<file path="config.mk">
export PLATFORM = sky130hd
export DESIGN_NAME = bomb_blast_flat
export DESIGN_NICKNAME = d
export VERILOG_FILES = /design/src/rtl/bomb_pkg.sv /design/src/rtl/bomb_blast_if.sv /design/src/rtl/bomb_blast_pixel_to_tile.sv /design/src/rtl/bomb_blast.sv /design/src/flat_wrapper.sv
export SDC_FILE = /design/constraint.sdc
export NUM_CORES = 1
export LEC_CHECK = 0
export ABC_AREA = 1
export BUFFER_PORTS_ARGS = -buffer_cell sky130_fd_sc_hd__buf_2
export CELL_PAD_IN_SITES_DETAIL_PLACEMENT = 0
export CELL_PAD_IN_SITES_GLOBAL_PLACEMENT = 1
export CORE_MARGIN = 4
export CORE_UTILIZATION = 35
export DETAILED_ROUTE_END_ITERATION = 10
export PLACE_DENSITY_LB_ADDON = 0.1
export SYNTH_ARGS = -nofsm -noshare
export SYNTH_HDL_FRONTEND = slang
export SYNTH_SLANG_ARGS = --single-unit
</file>
<file path="constraint.sdc">
create_clock -name clk -period 5.19 [get_ports clk]
set_clock_uncertainty 0.15 [all_clocks]
set_input_delay 0.2595 -clock clk [delete_from_list [all_inputs] [get_ports clk]]
set_output_delay 0.2595 -clock clk [all_outputs]
set_load 0.005 [all_outputs]
</file>
<file path="src/rtl/bomb_pkg.sv">
// -----------------------------------------------------------------------------
// bomb_pkg
// Shared definitions for the user-bomb controller and other board clients:
//   - bomb_state_t : controller state encoding (IDLE, FUSE, BLAST)
//   - board geometry (X_MATRIX, Y_MATRIX, TILE_ORDER, ROWS, COLUMNS), which
//     must match the object matrix
//   - tile index widths (COL_W for columns, ROW_W for rows)
//   - abs_diff6 : 6-bit unsigned absolute difference used by the blast compare
// -----------------------------------------------------------------------------
package bomb_pkg;

    typedef enum logic [1:0] {
        IDLE  = 2'd0,
        FUSE  = 2'd1,
        BLAST = 2'd2
    } bomb_state_t;

    localparam logic [10:0] X_MATRIX   = 11'h020;
    localparam logic [10:0] Y_MATRIX   = 11'h060;
    localparam int          TILE_ORDER = 5;
    localparam int          ROWS       = 11;
    localparam int          COLUMNS    = 17;

    localparam int COL_W = 5;
    localparam int ROW_W = 4;

    // Board extent in pixels, measured from the board's top-left corner.
    localparam logic [10:0] COL_SPAN = 11'(COLUMNS << TILE_ORDER);
    localparam logic [10:0] ROW_SPAN = 11'(ROWS << TILE_ORDER);

    // Operands are small tile indices, so the subtraction never wraps.
    function automatic logic [5:0] abs_diff6(input logic [5:0] a, input logic [5:0] b);
        return (a > b) ? (a - b) : (b - a);
    endfunction

endpackage

</file>
<file path="src/rtl/bomb_blast_if.sv">
// -----------------------------------------------------------------------------
// bomb_blast_if
// Request/status bundle between the player logic (master) and the bomb
// controller (slave).
//   arm, arm_col, arm_row       : placement request (master -> slave)
//   bomb_active, blasting       : registered state decodes (slave -> master)
//   bomb_col, bomb_row          : latched bomb tile
//   fuse_left                   : remaining fuse frame ticks
//   blast_done                  : one-cycle pulse when the blast ends
// -----------------------------------------------------------------------------
interface bomb_blast_if;

    logic                          arm;
    logic [bomb_pkg::COL_W-1:0]    arm_col;
    logic [bomb_pkg::ROW_W-1:0]    arm_row;
    logic                          bomb_active;
    logic                          blasting;
    logic [bomb_pkg::COL_W-1:0]    bomb_col;
    logic [bomb_pkg::ROW_W-1:0]    bomb_row;
    logic [7:0]                    fuse_left;
    logic                          blast_done;

    modport master (
        output arm, arm_col, arm_row,
        input  bomb_active, blasting, bomb_col, bomb_row, fuse_left, blast_done
    );

    modport slave (
        input  arm, arm_col, arm_row,
        output bomb_active, blasting, bomb_col, bomb_row, fuse_left, blast_done
    );

endinterface

</file>
<file path="src/rtl/bomb_blast_pixel_to_tile.sv">
// -----------------------------------------------------------------------------
// pixel_to_tile
// Combinational pixel-to-tile mapper for the board.
//   pixel_x, pixel_y : current pixel position
//   on_board         : pixel lies inside the board rectangle
//   tc, tr           : tile column/row of the pixel (0 when off the board)
// -----------------------------------------------------------------------------
module pixel_to_tile
    import bomb_pkg::*;
(
    input  logic [10:0]      pixel_x,
    input  logic [10:0]      pixel_y,
    output logic             on_board,
    output logic [COL_W-1:0] tc,
    output logic [ROW_W-1:0] tr
);

    logic [10:0] dx;
    logic [10:0] dy;

    assign dx = pixel_x - X_MATRIX;
    assign dy = pixel_y - Y_MATRIX;

    // The lower-bound test guards against dx/dy wrapping for pixels left of
    // or above the board.
    assign on_board = (pixel_x >= X_MATRIX) && (dx < COL_SPAN) &&
                      (pixel_y >= Y_MATRIX) && (dy < ROW_SPAN);

    assign tc = on_board ? dx[TILE_ORDER +: COL_W] : '0;
    assign tr = on_board ? dy[TILE_ORDER +: ROW_W] : '0;

endmodule

</file>
<file path="src/rtl/bomb_blast.sv">
// -----------------------------------------------------------------------------
// bomb_blast
// Timed user-bomb controller. Accepts one arm request at a tile, burns a fuse
// of FUSE_FRAMES frame ticks, then flags a cross-shaped blast area through
// `explosion` for BLAST_FRAMES whole frames before returning to idle.
//
// Ports:
//   clk, rst          : clock and synchronous active-high reset
//   frame_tick        : one-cycle pulse per frame, before the first visible pixel
//   detonate          : (only with BOMB_REMOTE_DETONATE_EN) cut the fuse short
//   pixel_x, pixel_y  : VGA pixel counters
//   explosion         : registered, 1 clk after the pixel position
//   bus (slave)       : arm request in; bomb status out
//
// Optional feature macro: BOMB_REMOTE_DETONATE_EN adds the `detonate` input.
// -----------------------------------------------------------------------------
module bomb_blast
    import bomb_pkg::*;
#(
    parameter int FUSE_FRAMES  = 180,
    parameter int BLAST_FRAMES = 30,
    parameter int BLAST_RADIUS = 2
) (
    input  logic         clk,
    input  logic         rst,
    input  logic         frame_tick,
`ifdef BOMB_REMOTE_DETONATE_EN
    input  logic         detonate,
`endif
    input  logic [10:0]  pixel_x,
    input  logic [10:0]  pixel_y,
    output logic         explosion,
    bomb_blast_if.slave  bus
);

    localparam logic [7:0] FUSE_LOAD  = 8'(FUSE_FRAMES);
    localparam logic [7:0] BLAST_LOAD = 8'(BLAST_FRAMES);
    localparam logic [5:0] RADIUS     = 6'(BLAST_RADIUS);

    bomb_state_t      state_reg;
    logic [7:0]       fuse_reg;
    logic [7:0]       blast_cnt_reg;
    logic [COL_W-1:0] col_reg;
    logic [ROW_W-1:0] row_reg;
    logic             active_reg;
    logic             blasting_reg;
    logic             done_reg;
    logic             explosion_reg;

    logic             det;
    logic             arm_ok;
    logic             on_board;
    logic [COL_W-1:0] tc;
    logic [ROW_W-1:0] tr;
    logic [5:0]       dc;
    logic [5:0]       dr;
    logic             in_cross;

`ifdef BOMB_REMOTE_DETONATE_EN
    assign det = detonate;
`else
    assign det = 1'b0;
`endif

    assign arm_ok = bus.arm &&
                    (bus.arm_col < 5'(COLUMNS)) &&
                    (bus.arm_row < 4'(ROWS));

    pixel_to_tile u_tile (
        .pixel_x  (pixel_x),
        .pixel_y  (pixel_y),
        .on_board (on_board),
        .tc       (tc),
        .tr       (tr)
    );

    assign dc = abs_diff6({1'b0, tc}, {1'b0, col_reg});
    assign dr = abs_diff6({2'b00, tr}, {2'b00, row_reg});

    // Board edges clip the cross simply because off-board pixels never match.
    assign in_cross = on_board &&
                      (((tr == row_reg) && (dc <= RADIUS)) ||
                       ((tc == col_reg) && (dr <= RADIUS)));

    always_ff @(posedge clk) begin
        if (rst) begin
            state_reg     <= IDLE;
            fuse_reg      <= '0;
            blast_cnt_reg <= '0;
            col_reg       <= '0;
            row_reg       <= '0;
            active_reg    <= 1'b0;
            blasting_reg  <= 1'b0;
            done_reg      <= 1'b0;
            explosion_reg <= 1'b0;
        end else begin
            done_reg      <= 1'b0;
            explosion_reg <= (state_reg == BLAST) && in_cross;

            case (state_reg)
                IDLE: begin
                    // A simultaneous frame_tick is irrelevant here: the fuse
                    // simply starts full.
                    if (arm_ok) begin
                        state_reg  <= FUSE;
                        col_reg    <= bus.arm_col;
                        row_reg    <= bus.arm_row;
                        fuse_reg   <= FUSE_LOAD;
                        active_reg <= 1'b1;
                    end
                end

                FUSE: begin
                    // The expiring tick takes precedence over detonate so the
                    // blast still starts on a frame boundary.
                    if (frame_tick && (fuse_reg == 8'd1)) begin
                        state_reg     <= BLAST;
                        fuse_reg      <= '0;
                        blast_cnt_reg <= BLAST_LOAD;
                        active_reg    <= 1'b0;
                        blasting_reg  <= 1'b1;
                    end else if (det) begin
                        fuse_reg <= 8'd1;
                    end else if (frame_tick) begin
                        fuse_reg <= fuse_reg - 8'd1;
                    end
                end

                BLAST: begin
                    if (frame_tick) begin
                        if (blast_cnt_reg == 8'd1) begin
                            state_reg     <= IDLE;
                            blast_cnt_reg <= '0;
                            blasting_reg  <= 1'b0;
                            done_reg      <= 1'b1;
                        end else begin
                            blast_cnt_reg <= blast_cnt_reg - 8'd1;
                        end
                    end
                end

                default: begin
                    state_reg    <= IDLE;
                    active_reg   <= 1'b0;
                    blasting_reg <= 1'b0;
                end
            endcase
        end
    end

    assign explosion       = explosion_reg;
    assign bus.bomb_active = active_reg;
    assign bus.blasting    = blasting_reg;
    assign bus.bomb_col    = col_reg;
    assign bus.bomb_row    = row_reg;
    assign bus.fuse_left   = fuse_reg;
    assign bus.blast_done  = done_reg;

endmodule

</file>
<file path="src/flat_wrapper.sv">
// flat-port wrapper written by rule: the top's interface ports become plain ports
module bomb_blast_flat import bomb_pkg::*;
#(
    parameter int FUSE_FRAMES  = 180,
    parameter int BLAST_FRAMES = 30,
    parameter int BLAST_RADIUS = 2
)
  (clk, rst, frame_tick, pixel_x, pixel_y, explosion, bus_arm, bus_arm_col, bus_arm_row, bus_bomb_active, bus_blasting, bus_bomb_col, bus_bomb_row, bus_fuse_left, bus_blast_done);
  bomb_blast_if bus_i ();
  input  logic clk;
  input  logic rst;
  input  logic frame_tick;
  input  logic [10:0] pixel_x;
  input  logic [10:0] pixel_y;
  output logic explosion;
  input wire logic [$bits(bus_i.arm)-1:0] bus_arm;
  input wire logic [$bits(bus_i.arm_col)-1:0] bus_arm_col;
  input wire logic [$bits(bus_i.arm_row)-1:0] bus_arm_row;
  output wire logic [$bits(bus_i.bomb_active)-1:0] bus_bomb_active;
  output wire logic [$bits(bus_i.blasting)-1:0] bus_blasting;
  output wire logic [$bits(bus_i.bomb_col)-1:0] bus_bomb_col;
  output wire logic [$bits(bus_i.bomb_row)-1:0] bus_bomb_row;
  output wire logic [$bits(bus_i.fuse_left)-1:0] bus_fuse_left;
  output wire logic [$bits(bus_i.blast_done)-1:0] bus_blast_done;
  assign bus_i.arm = bus_arm;
  assign bus_i.arm_col = bus_arm_col;
  assign bus_i.arm_row = bus_arm_row;
  assign bus_bomb_active = bus_i.bomb_active;
  assign bus_blasting = bus_i.blasting;
  assign bus_bomb_col = bus_i.bomb_col;
  assign bus_bomb_row = bus_i.bomb_row;
  assign bus_fuse_left = bus_i.fuse_left;
  assign bus_blast_done = bus_i.blast_done;
  bomb_blast #(.FUSE_FRAMES(FUSE_FRAMES), .BLAST_FRAMES(BLAST_FRAMES), .BLAST_RADIUS(BLAST_RADIUS)) u_core (.clk(clk), .rst(rst), .frame_tick(frame_tick), .pixel_x(pixel_x), .pixel_y(pixel_y), .explosion(explosion), .bus(bus_i));
endmodule
</file>
# --- Yosys cells after proc, flatten, opt, wreduce, memory -nomap -nowiden ---
# Index checks and enable logic that the tools add are counted.
# Widths: inputs -> output; s select.
totals:
  out_inout_bits: 21
  regBits: 31
classes:
  mux: 25
  n_eq_ne: 11
  bitwise: 3
  n_reduce_logical: 21
  add_sub_neg: 8
  order_cmp: 10
ops:
  columns: ["operator", "n"]
  rows:
  - ["$mux 8", 6]
  - ["$pmux 8 s2", 2]
  - ["$eq 8x1->1 const B", 2]
  - ["$sub 8x1->8 const B", 2]
  - ["$le 6x2->1 const B", 2]
  - ["$mux 6", 2]
  - ["$sub 5x5->6", 2]
  - ["$ge 11x6->1 const B", 1]
  - ["$ge 11x7->1 const B", 1]
  - ["$lt 11x10->1 const B", 1]
  - ["$lt 11x9->1 const B", 1]
  - ["$sub 11x6->11 const B", 1]
  - ["$sub 11x7->11 const B", 1]
  - ["$logic_and 1x1->1", 10]
  - ["$sub 4x4->5", 2]
  - ["$reduce_and 3->1", 3]
  - ["$mux 2", 4]
  - ["$reduce_and 4->1", 2]
  - ["$mux 1", 6]
  - ["$pmux 1 s3", 2]
  - ["$pmux 2 s3", 1]
  - ["$eq 5x5->1", 1]
  - ["$gt 5x5->1", 1]
  - ["$lt 5x5->1 const B", 1]
  - ["16 further kinds", 21]

# --- Logic depth before layout (Yosys ltp) ---
# Gate-level depths: netlist of the first run.
logic_depth:
  word_depth: 13
  depth_mapped: 23
  ltp_nobuf: 23

# --- Hierarchy ---
# A second synthesis of the first run with hierarchy kept.
hier_totals:
  hier_cells: 433
  hier_area_um2: 2821.5
modules_own_cells:
  columns: ["mod", "cells_each", "instances", "area_each_um2"]
  rows:
  - ["bomb_blast", 349, 1, 2433.6]
  - ["pixel_to_tile", 84, 1, 387.9]

# --- Worst setup path before layout of the first run ---
# Ideal clock, no wire load.
synth_timing:
  kind: "input to register"
  from: "input port pixel_x[5]"
  to: "register u_core.explosion_reg, in the netlist u_core.explosion"
  required_ps: 4970
  path_buffers: 0
  arrival_ps: 2444
  setup_ps: 70
  setup_slack_ps: 2526
  stages: 19
  path_cell_list: "inv_1 -> ha_1 -> xnor2_1 -> nand3_1 -> nand2_1 -> nand2_2 -> nor2_4 -> nand2_1 -> ha_1 -> fa_1 -> inv_1 -> nand3_1 -> nand3_1 -> nand2_1 -> nor2_1 -> nand2_1 -> nand2_1 -> nand4_1 -> a21oi_1"
synth_via:
  elab_chain_len: 13
  elab_cells_between_ends: 25
  cone_classes: "5 x add/sub; 6 x order compare; 2 x eq/ne; 4 x mux; 8 x reduce/logical"
synth_rtl:
  columns: ["element", "line_no", "text"]
  rows:
  - ["from (decl)", "flat_wrapper.sv:13", "input logic [10:0] pixel_x;"]
  - ["$sub 11x6->11", "bomb_blast_pixel_to_tile.sv:21", "assign dx = pixel_x - X_MATRIX;"]
  - ["$lt 11x10->1", "bomb_blast_pixel_to_tile.sv:26", "assign on_board = (pixel_x >= X_MATRIX) && (dx < COL_SPAN) &&"]
  - ["$logic_and 1x1->1 (2 in series)", "bomb_blast_pixel_to_tile.sv:26", null]
  - ["$logic_and 1x1->1", "bomb_blast_pixel_to_tile.sv:27", "(pixel_y >= Y_MATRIX) && (dy < ROW_SPAN);"]
  - ["$mux 5 or $mux 4 (tied branches)", "bomb_blast_pixel_to_tile.sv:29, bomb_blast_pixel_to_tile.sv:30", null]
  - ["$sub 5x5->6, or another cell as far along", "bomb_pkg.sv:33", "return (a > b) ? (a - b) : (b - a);"]
  - ["$mux 6", "bomb_pkg.sv:33", null]
  - ["$le 6x2->1 (on tied branches)", "bomb_blast.sv:82, bomb_blast.sv:83", null]
  - ["$logic_and 1x1->1 (on tied branches)", "bomb_blast.sv:82, bomb_blast.sv:83", null]
  - ["$logic_or 1x1->1", "bomb_blast.sv:82", "(((tr == row_reg) && (dc <= RADIUS)) ||"]
  - ["$logic_and 1x1->1 *", "bomb_blast.sv:81", "assign in_cross = on_board &&"]
  - ["$logic_and 1x1->1 *", "bomb_blast.sv:98", "explosion_reg <= (state_reg == BLAST) && in_cross;"]
  - ["to (signal assigned)", "bomb_blast.sv:98", null]
  - ["to (decl)", "bomb_blast.sv:48", "logic explosion_reg;"]
# Mark *: on every way between the ends. The rest lies on a longest branch, timed or not.
# A chain may end at the register's enable or synchronous reset.

# --- Worst setup path in the final report of the first run ---
# Ends and elaborated chain as after synthesis.

==> results.py, run 1 <==
metrics = {
    "clock_network": {
        "clk_latency_ps": 280,
        "post_cts_buffers": 0,
        "holdBufCountCts": 0,
        "clock_path_buffers": 2,
        "cts_max_level": 2,
        "root_buffer": "clkbuf_8",
        "postCtsResizedCells": 0,
        "cts_tree": "built",
        "clk_pin_slew_worst_paths_ps": 80,
        "cts.sinks": 31,
        "cts-buffers-inserted": 5,
    },
    "yosys": {
        "synth_edf_count": 0,
        "synthXorXnorAreaFrac": 0.04777,
        "synth_nets": 468,
        "synth_area_um2": 2698,
        "synth_top_cells_by_count": "nand2_1 (79), inv_1 (62), nor2_1 (34)",
        "synthCells": 402,
        "yosysTopAreaCell": "dfxtp_1",
        "ys_warn_count": 0,
        "synth_compound_area_frac": 0.1438,
        "synth-seq-cells": 31,
        "synth_flop_cell": "dfxtp_1",
        "ys_types": 37,
        "muxShareOfSynthArea": 0.003711,
        "synth-simple-area-share": 0.3019,
        "synthArstFlopShare": 0,
        "synthAdderAreaFrac": 0.1549,
        "synth_top_family_by_area": "simple AND/OR/NAND/NOR gates",
        "synth_seq_area_share": 0.2301,
        "yosys.cell_count.top_type": "nand2_1",
        "synth_top_area_share": 0.2301,
        "syn-mean-instance-area_um2": 6.710,
        "yosys-top-cells-area": "dfxtp_1 (23%), ha_1 (13%), nand2_1 (11%)",
    },
    "setup_path": {
        "worstPathArrival_ps": 2860,
        "reg2regPathDepth": 6,
        "crit_path_end_kind": "flop",
        "critPathLaunchType": "primary input",
        "crit_fanout": 6,
        "r2r_start": "u_core.state_reg[1]$_SDFFE_PP0P_",
        "cp-startpoint": "pixel_x[5]",
        "path_class": "primary input to flop",
        "required_ps": 5260,
    },
    "pwr": {
        "p_sw_mw": 0.2685,
        "total_power_mw": 0.7774,
        "combPwrFrac": 0.324,
        "p_int_mw": 0.5089,
        "sequentialPowerShare": 0.348,
        "leakage_nw": 1.560,
        "irDropWorstVdd_mv": 0.1796,
        "power.density_nw_per_um2": 248.9,
        "switching_share": 0.3454,
        "power_frac_clock": 0.328,
    },
    "route": {
        "first_iter_violations": 68,
        "routedWlPerCell_um": 11.59,
        "wl_um": 6328,
        "num_vias": 2515,
        "dr.pass1.iters": 4,
        "detail_route.vias_per_cell": 4.606,
        "drc": 0,
        "drtAntennaViolNets": 0,
    },
    "die": {
        "start_util": 0.3660,
        "io_pins": 56,
        "dieHeight_um": 95.79,
        "die_area_um2": 9176,
        "core_um2": 7370,
        "rows": 31,
        "die_w_um": 95.79,
    },
    "hold_path": {
        "hold_start": "rst",
        "hold_path.class": "primary input to flop",
        "holdPathStages": 2,
    },
    "timing": {
        "final.setup.tns_ps": 0,
        "finalSetupViolCount": 0,
        "drv_slew": 0,
        "relSlewSlack": 0.4636,
        "rsz0062_at_grt": "false",
        "tightestPinTransition_ps": 802.4,
        "period_needed_ps": 2785,
        "setup_ws_ps": 2405,
        "hold_viol_final": 0,
        "post-route-period-util": 0.5366,
        "fmax_mhz": 359.0,
    },
    "final_layout": {
        "nFillCells": 821,
        "antennaDiodeCount": 0,
        "area_growth_pct": 15.77,
        "fin_cells": 546,
        "nets": 512,
        "drive_gt1_frac": 0.1902,
        "post-route-util": 0.4238,
    },
    "grt": {
        "grt_use_total": 0.1449,
        "grt_pass1_vias": 2390,
        "grt_max_degree": 22,
        "gr-total-overflow": 0,
        "antenna_found_initial": 0,
        "grt_first_pass_wirelength_um": 10700,
    },
    "flow_run": {
        "maxCapViolCount": 0,
    },
    "placed_design": {
        "place_congestion": 0.7818,
        "placed_cells": 538,
        "pre_cts_slack_ps": 2088,
        "hpwl_um": 5063,
        "port_buffers": 45,
    },
    "run_status": {
        "status": "finished clean",
    },
}
-- layout by cell type (no fill, tap or decap), types with 5 or more instances in the layout --
master    netlist  final
nand3b_1        5      5
o21ai_0        30     30
dfxtp_1        31     31
a21oi_1        28     28
inv_1          62     62
xor2_1          6      6
nand4_1         6      6
nand2_1        79     79
nand3_1        24     24
clkbuf_8        0      6
nor2_2          5      5
ha_1           27     27
inv_2          10     10
xnor2_1         5      5
buf_2           3     45
nor2_1         34     34
-- stage by stage --
stage	hold slack [ps]	instance area (µm²)
after CTS	96.62	3123
after floorplan	302.8	2698
after detailed placement	320.7	3005
after global placement	321.1	3005
final	109.1	3123
after global routing	111.3	3123
-- cell type report --
cell class | count | area (µm²) | area share
multi-input cells | 290 | 1759 | 0.5633
flip-flops and latches | 31 | 620.6 | 0.1987
inverters | 73 | 276.5 | 0.08854
repair buffers | 45 | 225.2 | 0.07212
well taps | 99 | 123.9 | 0.03966
clock buffers | 6 | 82.58 | 0.02644
clock inverters | 2 | 35.03 | 0.01122
-- worst max-delay path: stages --
cell,delay (ps)
buf_2,90
inv_1,70
ha_1,220
xnor2_1,230
nand3_1,110
nand2_1,80
nand2_2,60
nor2_4,190
nand2_1,100
ha_1,240
fa_1,410
inv_1,100
nand3_1,90
nand3_1,110
nand2_1,60
nor2_1,80
nand2_1,70
nand2_1,60
nand4_1,90
a21oi_1,130
-- logic make-up (layout without fill, tap and decap cells) --
| group | after synthesis | count (layout) |
|---|---|---|
| compound gates | 71 | 71 |
| xor+xnor | 13 | 13 |
| fa+ha+maj | 31 | 31 |
| buf+inv | 81 | 126 |
| flops | 31 | 31 |
| mux | 1 | 1 |
| simple gates | 174 | 174 |
-- final timing paths --
kind	to	slack, ps
max reg2reg	u_core.bus.fuse_left[3]$_SDFFE_PP0P_	3000
max	u_core.explosion$_SDFF_PP0_	2400
min	u_core.bus.bomb_active$_SDFFE_PP0P_	110
min reg2reg	u_core.bus.bomb_active$_SDFFE_PP0P_	330
-- power groups by stage --
stage	logic [mW]	clock network, mW	registers [mW]
after global routing	0.294	0.275	0.274
after global placement	0.253	0	0.277
after CTS	0.255	0.265	0.271
after floorplan	0.189	0	0.275
after detailed placement	0.253	0	0.277
final	0.252	0.255	0.271
-- metal layers --
metal  part of all wire  track usage  up-vias  routed length (µm)
li1                   -            -     1368                   -
met3              0.041      0.02580       10                 261
met5                  0            0        -                   0
met4              0.016      0.04502        0                 100
met1               0.50       0.1907     1089                3151
met2               0.44       0.2403       48                2815
No activity file was read; power rests on OpenSTA's default activity.
==> run 2, diff against run 1 <==
==> constraint.sdc (replaced) <==
create_clock -name clk -period 2.79 [get_ports clk]
set_clock_uncertainty 0.15 [all_clocks]
set_input_delay 0.1395 -clock clk [delete_from_list [all_inputs] [get_ports clk]]
set_output_delay 0.1395 -clock clk [all_outputs]
set_load 0.005 [all_outputs]
==> run 2 against run 1 <==
Compared with the run above:
- total power rose by 80%
- cell area grew 5.0%
- sequential power rose by 86%
- non-clock buffer count up 21
- worst hold slack lost 100 ps
- register-to-register slack worse by 2200 ps
- highest routed layer unchanged
- critical path type unchanged
==> results.py, run 2 (synthesis results as in run 1) <==
metrics = {
    "pwr": {
        "p_int_mw": 0.9072,
        "switching_share": 0.3522,
        "leakage_nw": 1.654,
        "power.density_nw_per_um2": 426.9,
        "combPwrFrac": 0.356,
        "irDropWorstVdd_mv": 0.2573,
        "p_sw_mw": 0.4932,
        "power_frac_clock": 0.284,
        "sequentialPowerShare": 0.360,
    },
    "timing": {
        "relSlewSlack": 0.6305,
        "tightestPinTransition_ps": 553.6,
        "finalSetupViolCount": 0,
        "fmax_mhz": 398.9,
        "period_needed_ps": 2507,
        "drv_slew": 0,
        "post-route-period-util": 0.8985,
        "hold_viol_final": 0,
        "rsz0062_at_grt": "false",
        "hold_ws_ps": 7.885,
    },
    "setup_path": {
        "worstPathArrival_ps": 2580,
        "max_stage_delay_ps": 340,
        "reg2regPathDepth": 10,
        "required_ps": 2860,
        "cp_slowest_cell": "ha_1",
        "path_class": "primary input to flop",
        "r2r_start": "u_core.bus.bomb_col[1]$_SDFFE_PP0P_",
        "reg2reg_setup_slack_ps": 790,
        "critical_path.top_delay_family": "simple AND/OR/NAND/NOR gates",
        "crit_top_cell": "nand2_1",
        "critPathLaunchType": "primary input",
        "crit_fanout": 7,
        "crit_path_end_kind": "flop",
        "worstPathCellList": "buf_2 -> inv_1 -> ha_2 -> nand2_1 -> xnor2_2 -> nand2_1 -> nand2_2 -> nor2_4 -> inv_4 -> buf_4 -> nor2_2 -> ha_1 -> nand4_1 -> nand3b_1 -> nand2_1 -> inv_1 -> a21oi_1 -> nand3_1 -> a21oi_1",
        "path_buf_inv": 5,
        "r2r-end": "u_core.explosion$_SDFF_PP0_",
    },
    "placed_design": {
        "place_congestion": 0.8667,
        "hpwl_um": 5175,
        "dpl_cell_area_um2": 3148,
        "port_buffers": 45,
        "placed_cells": 557,
    },
    "clock_network": {
        "cts-buffers-inserted": 5,
        "clock_path_buffers": 2,
        "root_buffer": "clkbuf_8",
        "cts.sinks": 31,
        "cts_tree": "built",
        "post_cts_buffers": 0,
        "clk_pin_slew_worst_paths_ps": 70,
        "cts_max_level": 2,
        "clk_latency_ps": 280,
    },
    "route": {
        "dr.pass1.iters": 4,
        "routedWlPerCell_um": 11.41,
        "wl_um": 6467,
        "num_vias": 2589,
        "drc": 0,
        "first_iter_violations": 67,
        "drtAntennaViolNets": 0,
        "detail_route.vias_per_cell": 4.566,
    },
    "final_layout": {
        "final_common_cell": "nand2_1",
        "drive_gt1_frac": 0.2265,
        "final_cell_mix": "nand2_1 (79), inv_1 (62), buf_2 (45)",
        "nets": 533,
        "fin_cells": 567,
        "final_area_um2": 3281,
        "area_growth_pct": 21.61,
        "nFillCells": 805,
        "antennaDiodeCount": 0,
        "post-route-util": 0.4452,
    },
    "die": {
        "dieHeight_um": 95.79,
        "rows": 31,
        "die_area_um2": 9176,
        "io_pins": 56,
        "core_um2": 7370,
        "die_w_um": 95.79,
        "start_util": 0.3660,
    },
    "grt": {
        "grt_max_degree": 21,
        "gr-total-overflow": 0,
        "antenna_found_initial": 0,
        "grt_first_pass_wirelength_um": 10940,
        "grt_pass1_vias": 2390,
        "grt_use_total": 0.1485,
    },
    "run_status": {
        "status": "finished clean",
    },
    "hold_path": {
        "holdPathStages": 3,
        "hold_end": "u_core.bus.bomb_row[3]$_SDFFE_PP0P_",
        "hold_start": "bus_arm_row[3]",
        "hold_path.class": "primary input to flop",
    },
    "flow_run": {
        "maxCapViolCount": 0,
    },
}
## run 2: repair_timing
item	CTS	global route
hold buffers	2	0
resized for setup	0	3
endpoints found under the hold margin	5	0
setup endpoints to repair	0	1
## run 2: worst max path at each step
stage	slack [ps]	end	depth (start not counted)	from
floorplan	250	u_core.explosion$_SDFF_PP0_	19	pixel_x[5]
global placement	-30	u_core.explosion$_SDFF_PP0_	19	pixel_x[5]
detailed placement	-100	u_core.explosion$_SDFF_PP0_	20	pixel_x[5]
CTS	190	u_core.explosion$_SDFF_PP0_	20	pixel_x[5]
global route	5	u_core.explosion$_SDFF_PP0_	19	pixel_y[5]
finish	280	u_core.explosion$_SDFF_PP0_	19	pixel_x[5]
## run 2: stage by stage
step | worst slack, ps | total power [mW] | TNS [ps]
floorplan | 246.4 | 0.8634 | 0
global placement | -30.52 | 1.010 | -30.52
detailed placement | -97.88 | 1.010 | -97.88
CTS | 194.2 | 1.423 | 0
global route | 4.933 | 1.519 | 0
finish | 283.3 | 1.400 | 0
## run 2: cell type report
type,instances,area (µm²),area share
Sequential cell,31,620.6,0.1892
Multi-Input combinational cell,290,1772,0.5400
Clock buffer,8,100.1,0.03051
Timing Repair Buffer,66,387.9,0.1182
Inverter,73,276.5,0.08429
Tap cell,99,123.9,0.03776
## run 2: worst reg2reg max path, delay by kind of cell (launching register included)
| kind | cells | cell delay, ps |
|---|---|---|
| simple gates | 7 | 740 |
| flops | 1 | 440 |
| fa+ha+maj | 1 | 350 |
| buf+inv | 1 | 150 |
| compound gates | 1 | 130 |
## run 2: power groups by stage
stage | clock [mW] | combinational [mW] | sequential (mW)
2_1_floorplan | 0 | 0.352 | 0.511
4_1_cts | 0.417 | 0.502 | 0.505
5_1_grt | 0.431 | 0.577 | 0.511
6_report | 0.398 | 0.498 | 0.505
3_5_place_dp | 0 | 0.496 | 0.515
3_3_place_gp | 0 | 0.496 | 0.515
## run 2: per-layer routing
| metal | vias up | wire length, µm | share of wire | GRT usage |
|---|---|---|---|---|
| li1 | 1413 | - | - | - |
| met1 | 1122 | 3277 | 0.51 | 0.2040 |
| met2 | 46 | 2876 | 0.44 | 0.2403 |
| met3 | 8 | 221 | 0.034 | 0.02267 |
| met4 | 0 | 91 | 0.014 | 0.04265 |
| met5 | - | 0 | 0 | 0 |
